### src/rtl/mem_copy_dma_pkg.sv
`default_nettype none
// ============================================================================
// Module      : mem_copy_dma_pkg
// Description : Shared widths, FSM state encoding and mode constants for the
//               memory copy / fill DMA engine.
// Revision    : 1.0 - initial release
// ============================================================================
package mem_copy_dma_pkg;

  localparam int ADDR_W  = 10;    // memory word-address width
  localparam int DATA_W  = 16;    // memory word width
  localparam int LEN_W   = 11;    // transfer length width (0..1024)
  localparam int MAX_LEN = 1024;  // longest transfer; larger requests are clamped

  localparam logic MODE_COPY = 1'b0;
  localparam logic MODE_FILL = 1'b1;

  typedef enum logic [2:0] {
    IDLE  = 3'd0,
    READ  = 3'd1,
    WRITE = 3'd2,
    FILL  = 3'd3,
    DONE  = 3'd4
  } state_t;

  // Requests longer than the address space would revisit words, so cap them.
  function automatic logic [LEN_W-1:0] clamp_len(input logic [LEN_W-1:0] len);
    if (len > LEN_W'(MAX_LEN)) return LEN_W'(MAX_LEN);
    return len;
  endfunction

endpackage
`default_nettype wire

### src/rtl/mem_copy_dma_if.sv
`default_nettype none
// ============================================================================
// Module      : mem_copy_dma_if
// Description : Control and RAM bus bundle of the DMA engine. The slave
//               modport is the engine; the master modport is its environment
//               (requester plus RAM).
// Revision    : 1.0 - initial release
// ============================================================================
interface mem_copy_dma_if;
  import mem_copy_dma_pkg::*;

  // request side
  logic              start;
  logic              mode;
  logic [ADDR_W-1:0] src_addr;
  logic [ADDR_W-1:0] dst_addr;
  logic [LEN_W-1:0]  length;
  logic [DATA_W-1:0] fill_value;
  // status side
  logic              busy;
  logic              done;
  logic [LEN_W-1:0]  words_done;
  // RAM side
  logic [ADDR_W-1:0] mem_addr;
  logic [DATA_W-1:0] mem_write_data;
  logic              mem_write_enable;
  logic [DATA_W-1:0] mem_read_data;

  modport master (
    output start, mode, src_addr, dst_addr, length, fill_value, mem_read_data,
    input  busy, done, words_done, mem_addr, mem_write_data, mem_write_enable
  );

  modport slave (
    input  start, mode, src_addr, dst_addr, length, fill_value, mem_read_data,
    output busy, done, words_done, mem_addr, mem_write_data, mem_write_enable
  );

endinterface
`default_nettype wire

### src/rtl/mem_copy_dma_addr_counter.sv
`default_nettype none
// ============================================================================
// Module      : dma_addr_counter
// Description : Word-address pointer with synchronous load and increment.
//               Wraps modulo 2^WIDTH, so a range may cross the top of memory.
// Revision    : 1.0 - initial release
// ============================================================================
module dma_addr_counter
  import mem_copy_dma_pkg::*;
#(
  parameter int WIDTH = ADDR_W
) (
  input  wire logic             clk,
  input  wire logic             reset,
  input  wire logic             load,
  input  wire logic [WIDTH-1:0] load_value,
  input  wire logic             inc,
  output logic      [WIDTH-1:0] count
);

  // Load wins over increment; the add simply overflows back to zero.
  always_ff @(posedge clk or posedge reset) begin
    if (reset)     count <= '0;
    else if (load) count <= load_value;
    else if (inc)  count <= count + WIDTH'(1);
  end

endmodule
`default_nettype wire

### src/rtl/mem_copy_dma.sv
`default_nettype none
// ============================================================================
// Module      : mem_copy_dma
// Description : Single-channel DMA that copies a block of RAM words in
//               ascending order (read, then write, per word) or fills a block
//               with a constant (one write per cycle).
// Revision    : 1.0 - initial release
// ============================================================================
module mem_copy_dma
  import mem_copy_dma_pkg::*;
(
  input  wire logic    clk,
  input  wire logic    reset,
  mem_copy_dma_if.slave bus
);

  state_t            state;
  logic              mode_q;
  logic [DATA_W-1:0] fill_q;
  logic [DATA_W-1:0] buffer;
  logic [LEN_W-1:0]  remaining;
  logic [LEN_W-1:0]  words_done_q;
  logic [ADDR_W-1:0] src_ptr;
  logic [ADDR_W-1:0] dst_ptr;
  logic              ptr_load;
  logic              ptr_inc;

  // Pointers load on an accepted request and advance after every store.
  assign ptr_load = (state == IDLE) && bus.start;
  assign ptr_inc  = (state == WRITE) || (state == FILL);

  dma_addr_counter #(.WIDTH(ADDR_W)) u_src_ptr (
    .clk        (clk),
    .reset      (reset),
    .load       (ptr_load),
    .load_value (bus.src_addr),
    .inc        (ptr_inc),
    .count      (src_ptr)
  );

  dma_addr_counter #(.WIDTH(ADDR_W)) u_dst_ptr (
    .clk        (clk),
    .reset      (reset),
    .load       (ptr_load),
    .load_value (bus.dst_addr),
    .inc        (ptr_inc),
    .count      (dst_ptr)
  );

  // Transfer sequencer: latches the request and walks READ/WRITE or FILL.
  always_ff @(posedge clk or posedge reset) begin
    if (reset) begin
      state        <= IDLE;
      mode_q       <= MODE_COPY;
      fill_q       <= '0;
      buffer       <= '0;
      remaining    <= '0;
      words_done_q <= '0;
    end else begin
      case (state)
        IDLE: begin
          if (bus.start) begin
            mode_q       <= bus.mode;
            fill_q       <= bus.fill_value;
            remaining    <= clamp_len(bus.length);
            words_done_q <= '0;
            if (bus.length == '0)           state <= DONE;
            else if (bus.mode == MODE_FILL) state <= FILL;
            else                            state <= READ;
          end
        end
        READ: begin
          buffer <= bus.mem_read_data;
          state  <= WRITE;
        end
        WRITE, FILL: begin
          words_done_q <= words_done_q + LEN_W'(1);
          remaining    <= remaining - LEN_W'(1);
          if (remaining == LEN_W'(1))     state <= DONE;
          else if (mode_q == MODE_FILL)   state <= FILL;
          else                            state <= READ;
        end
        DONE:    state <= IDLE;
        default: state <= IDLE;
      endcase
    end
  end

  assign bus.busy       = (state != IDLE);
  assign bus.done       = (state == DONE);
  assign bus.words_done = words_done_q;

  // RAM strobes come only from registers so they settle before the falling edge.
  always_comb begin
    bus.mem_addr         = '0;
    bus.mem_write_data   = '0;
    bus.mem_write_enable = 1'b0;
    case (state)
      READ: begin
        bus.mem_addr = src_ptr;
      end
      WRITE: begin
        bus.mem_addr         = dst_ptr;
        bus.mem_write_data   = buffer;
        bus.mem_write_enable = 1'b1;
      end
      FILL: begin
        bus.mem_addr         = dst_ptr;
        bus.mem_write_data   = fill_q;
        bus.mem_write_enable = 1'b1;
      end
      default: ;
    endcase
  end

endmodule
`default_nettype wire

### src/flat_wrapper.sv
// flat-port wrapper written by rule: the top's interface ports become plain ports
module mem_copy_dma_flat import mem_copy_dma_pkg::*;
  (clk, reset, bus_start, bus_mode, bus_src_addr, bus_dst_addr, bus_length, bus_fill_value, bus_mem_read_data, bus_busy, bus_done, bus_words_done, bus_mem_addr, bus_mem_write_data, bus_mem_write_enable);
  mem_copy_dma_if bus_i ();
  input  wire logic clk;
  input  wire logic reset;
  input wire logic [$bits(bus_i.start)-1:0] bus_start;
  input wire logic [$bits(bus_i.mode)-1:0] bus_mode;
  input wire logic [$bits(bus_i.src_addr)-1:0] bus_src_addr;
  input wire logic [$bits(bus_i.dst_addr)-1:0] bus_dst_addr;
  input wire logic [$bits(bus_i.length)-1:0] bus_length;
  input wire logic [$bits(bus_i.fill_value)-1:0] bus_fill_value;
  input wire logic [$bits(bus_i.mem_read_data)-1:0] bus_mem_read_data;
  output wire logic [$bits(bus_i.busy)-1:0] bus_busy;
  output wire logic [$bits(bus_i.done)-1:0] bus_done;
  output wire logic [$bits(bus_i.words_done)-1:0] bus_words_done;
  output wire logic [$bits(bus_i.mem_addr)-1:0] bus_mem_addr;
  output wire logic [$bits(bus_i.mem_write_data)-1:0] bus_mem_write_data;
  output wire logic [$bits(bus_i.mem_write_enable)-1:0] bus_mem_write_enable;
  assign bus_i.start = bus_start;
  assign bus_i.mode = bus_mode;
  assign bus_i.src_addr = bus_src_addr;
  assign bus_i.dst_addr = bus_dst_addr;
  assign bus_i.length = bus_length;
  assign bus_i.fill_value = bus_fill_value;
  assign bus_i.mem_read_data = bus_mem_read_data;
  assign bus_busy = bus_i.busy;
  assign bus_done = bus_i.done;
  assign bus_words_done = bus_i.words_done;
  assign bus_mem_addr = bus_i.mem_addr;
  assign bus_mem_write_data = bus_i.mem_write_data;
  assign bus_mem_write_enable = bus_i.mem_write_enable;
  mem_copy_dma u_core (.clk(clk), .reset(reset), .bus(bus_i));
endmodule
### config.mk
export PLATFORM = sky130hd
export DESIGN_NAME = mem_copy_dma_flat
export DESIGN_NICKNAME = d
export VERILOG_FILES = /design/src/rtl/mem_copy_dma_pkg.sv /design/src/rtl/mem_copy_dma_if.sv /design/src/rtl/mem_copy_dma_addr_counter.sv /design/src/rtl/mem_copy_dma.sv /design/src/flat_wrapper.sv
export SDC_FILE = /design/constraint.sdc
export NUM_CORES = 1
export LEC_CHECK = 0
export ABC_AREA = 1
export CAP_MARGIN = 20
export CORE_MARGIN = 2
export CORE_UTILIZATION = 54
export DETAILED_ROUTE_END_ITERATION = 16
export GPL_TIMING_DRIVEN = 1
export HOLD_SLACK_MARGIN = 0.08
export MAX_ROUTING_LAYER = met4
export PLACE_DENSITY = 0.95
export SLEW_MARGIN = 10
export SYNTH_ARGS = -nofsm -noshare
export SYNTH_HDL_FRONTEND = slang
export SYNTH_SLANG_ARGS = --single-unit
### constraint.sdc
create_clock -name clk -period 3.73 [get_ports clk]
set_clock_uncertainty 0.05 [all_clocks]
set_input_delay 0.746 -clock clk [delete_from_list [all_inputs] [get_ports clk]]
set_output_delay 0.746 -clock clk [all_outputs]
set_load 0.01 [all_outputs]
==> flow_summary.ini <==
[run_status]
status = completed

[synthesis]
ys_dominant_reg_cell = dfrtp_1
yosysTopAreaCell = dfrtp_1
synth_cell_types = 37
syn-mean-instance-area_um2 = 7.57
async_flop_share_pct = 100
synth_edf_count = 0
yosys-top-cells-area = dfrtp_1 (44%), nand2_1 (12%), nand3_1 (6.6%), inv_1 (6.0%), nor2_1 (4.7%)
synth_common_cells = nand2_1 (146), dfrtp_1 (78), inv_1 (71)
synth_area_mm2 = 0.00442
yosysMostFrequentCell = nand2_1
yosysSeqAreaShare_pct = 44.2
synth_nets = 656
synthCells = 584
ys_warn_count = 0
synth_seq_cells = 78
synth_top_cell_area_share_pct = 44.2

[detailed_routing]
drtIter0Drc = 323
ant_nets = 0
wl_mm = 11.7
drc = 0
wire_per_inst_um = 14.9
num_vias = 4411
drt_first_pass_iters = 5
vias_per_cell = 5.60

[timing]
worstMarginPinSlew_ns = 0.760
clock.fmax_mhz = 292
grt_setup_unrepaired = false
finalMaxSlewViolations = 0
finalCritPeriodShare_pct = 91.7
post-route-min-period_ns = 3.42
setup_viol_count_final = 0
max_slew_margin_pct = 49.2
setup_tns_ns = 0
finalHoldViolCount = 0

[die]
rows = 32
die_x_um = 94.5
die_h_um = 94.5
core_mm2 = 0.00781
die_area_mm2 = 0.00892
io_pins = 107
floorplan.initialDensity_pct = 56.6

[clocking]
clk_latency_ns = 0.36
cts_inserted_buffers = 9
clk_path_buf_depth = 2
post_cts_buffers = 0
cts_resized = 0
cts.sinks = 78
path_clk_slew_ns = 0.08
cts.hold.buffers_added = 0
cts_tree = done
htree_num_levels = 3
root_buffer = clkbuf_8

[critical_path]
path_buf_inv = 2
critical_path_class = flip-flop to output pin
path_cells = buf_4, nand3_1, o21ai_0, clkdlybuf4s50_1
required_ns = 2.93
critPathTopFamily = buffers and inverters
crit_slowest_cell = clkdlybuf4s50_1
end_kind = output pin
critPathArrivalTime_ns = 2.63
crit_path_max_fanout = 18
cp-start-kind = flip-flop
slowest_delay_ns = 0.63

[global_route]
grt_overflow = 0
grt_max_degree = 56
grt_pass1_vias = 4388
grt_pass1_wl_mm = 19.6
antenna_found_initial = 0
grtUsageTotal_pct = 28.6

[power_and_ir_drop]
p_clk_share_pct = 14.9
internal_power_uw = 2610
power.density_mw_per_mm2 = 817
power.switching_uw = 2040
irDropWorstVdd_v = 0.000511
p_comb_share_pct = 52.6
power_frac_seq_pct = 32.5
p_leak_uw = 0.00265
switching_share_pct = 43.9

[place]
portBuffers = 106
placed_cells = 772
globalplace.congestion = 0.897
dp_hpwl_mm = 8.42

[layout]
drive_gt1_share_pct = 5.99
diodes = 0
areaGrowthSynthToFinish_pct = 28.9
stdcell_count = 787
fin_nets = 753
final_core_util_pct = 72.9
final.fill_count = 569

[run]
maxCapViolCount = 0

[hold_path]
min_path_type = flip-flop to flip-flop
==> cell families (layout without fill, tap and decap cells) <==
family / after synthesis / in the layout / share of synthesized area, %
DFF: 78 / 78 / 44.2
buffers and inverters: 100 / 201 / 10.4
and+or+nand+nor: 290 / 290 / 29.1
adders and majority gates: 5 / 5 / 1.42
AOI/OAI and AO/OA: 110 / 110 / 14.8
xor gates and xnor gates: 1 / 1 / 0.198
==> worst register-to-register path, delay by kind of cell, from the launching register on <==
family	cells	cell delay (ns)
flops	1	0.33
compound gates	1	0.06
simple gates	2	0.72
buf+inv	2	0.69
==> final cells by class <==
class / count / area [um2] / area share (%)
Tap cell: 102 / 128 / 2.24
Clock buffer: 9 / 124 / 2.18
Clock inverter: 6 / 86.3 / 1.52
Sequential cell: 78 / 1950 / 34.3
Inverter: 75 / 284 / 4.99
Timing Repair Buffer: 111 / 1110 / 19.5
Multi-Input combinational cell: 406 / 2010 / 35.3
==> layer usage <==
layer / share of wire (%) / global-route usage, % / up-vias / wire [um]
met5: 0 / - / - / 0
met4: 1.8 / 10.1 / 0 / 206
met3: 8.6 / 5.91 / 25 / 1010
met2: 49 / 48.9 / 220 / 5780
met1: 40 / 33.6 / 2070 / 4740
li1: - / - / 2096 / -
==> flip-flops by register name, summed over array words and instances, names as in the netlist <==
signal / count
u_core.remaining: 11
u_core.mode_q: 1
u_core.state: 3
u_core.fill_q: 16
u_core.u_src_ptr.count: 10
u_core.u_dst_ptr.count: 10
u_core.bus.words_done: 11
u_core.buffer: 16
==> cell usage in the layout (no fill, tap or decap), types with 2 or more instances in the layout <==
cell | netlist | routed
buf_4 | 1 | 4
o31ai_1 | 2 | 2
clkinv_2 | 0 | 2
nand4_1 | 8 | 8
nor2_4 | 3 | 3
o22ai_1 | 16 | 16
and2_1 | 3 | 3
o211ai_1 | 10 | 10
o21ai_2 | 3 | 3
o22ai_2 | 2 | 2
bufinv_16 | 0 | 2
o21ai_0 | 37 | 37
ha_1 | 5 | 5
inv_1 | 71 | 70
dfrtp_1 | 78 | 78
o21bai_1 | 2 | 2
inv_2 | 3 | 4
clkbuf_8 | 0 | 9
o21ai_1 | 5 | 5
clkdlybuf4s50_1 | 0 | 106
nand3_1 | 58 | 58
or2_1 | 2 | 2
a21oi_1 | 28 | 28
nand2_8 | 2 | 2
or2_2 | 2 | 2
nor2_1 | 55 | 55
nand2_1 | 146 | 146
nor3_1 | 8 | 8
==> final timing paths <==
path | startpoint | endpoint | slack, ns | cells past startpoint
hold / removal | u_core.fill_q[2]$_DFFE_PP0P_ | u_core.fill_q[2]$_DFFE_PP0P_ | 0.43 | 2
hold reg to reg | u_core.fill_q[2]$_DFFE_PP0P_ | u_core.fill_q[2]$_DFFE_PP0P_ | 0.43 | 2
max in group asynchronous | reset | u_core.remaining[1]$_DFFE_PP0P_ | 2.15 | 3
min in group asynchronous | reset | u_core.buffer[7]$_DFFE_PP0N_ | 0.77 | 2
setup reg to reg | u_core.state[0]$_DFFE_PP0P_ | u_core.buffer[13]$_DFFE_PP0N_ | 1.74 | 5
setup / recovery | u_core.state[0]$_DFFE_PP0P_ | bus_mem_addr[0] | 0.31 | 4
==> per-stage QoR <==
stage | hold WS, ns | worst slack, ns | power, uW | instance area [um2]
2_1_floorplan | 0.393 | 0.939 | 3090 | 4420
3_3_place_gp | 0.404 | 0.974 | 3810 | 5480
3_5_place_dp | 0.420 | 0.737 | 3940 | 5480
4_1_cts | 0.431 | 0.331 | 4640 | 5690
5_1_grt | 0.456 | 0.192 | 5010 | 5690
6_report | 0.428 | 0.308 | 4650 | 5690
==> power groups by stage <==
stage | clock network (uW) | registers, uW | logic (uW)
6_report | 694 | 1510 | 2440
5_1_grt | 727 | 1550 | 2730
3_5_place_dp | 0 | 1520 | 2420
2_1_floorplan | 0 | 1450 | 1640
3_3_place_gp | 0 | 1490 | 2320
4_1_cts | 697 | 1500 | 2440
No activity file was read; power rests on OpenSTA's default activity.
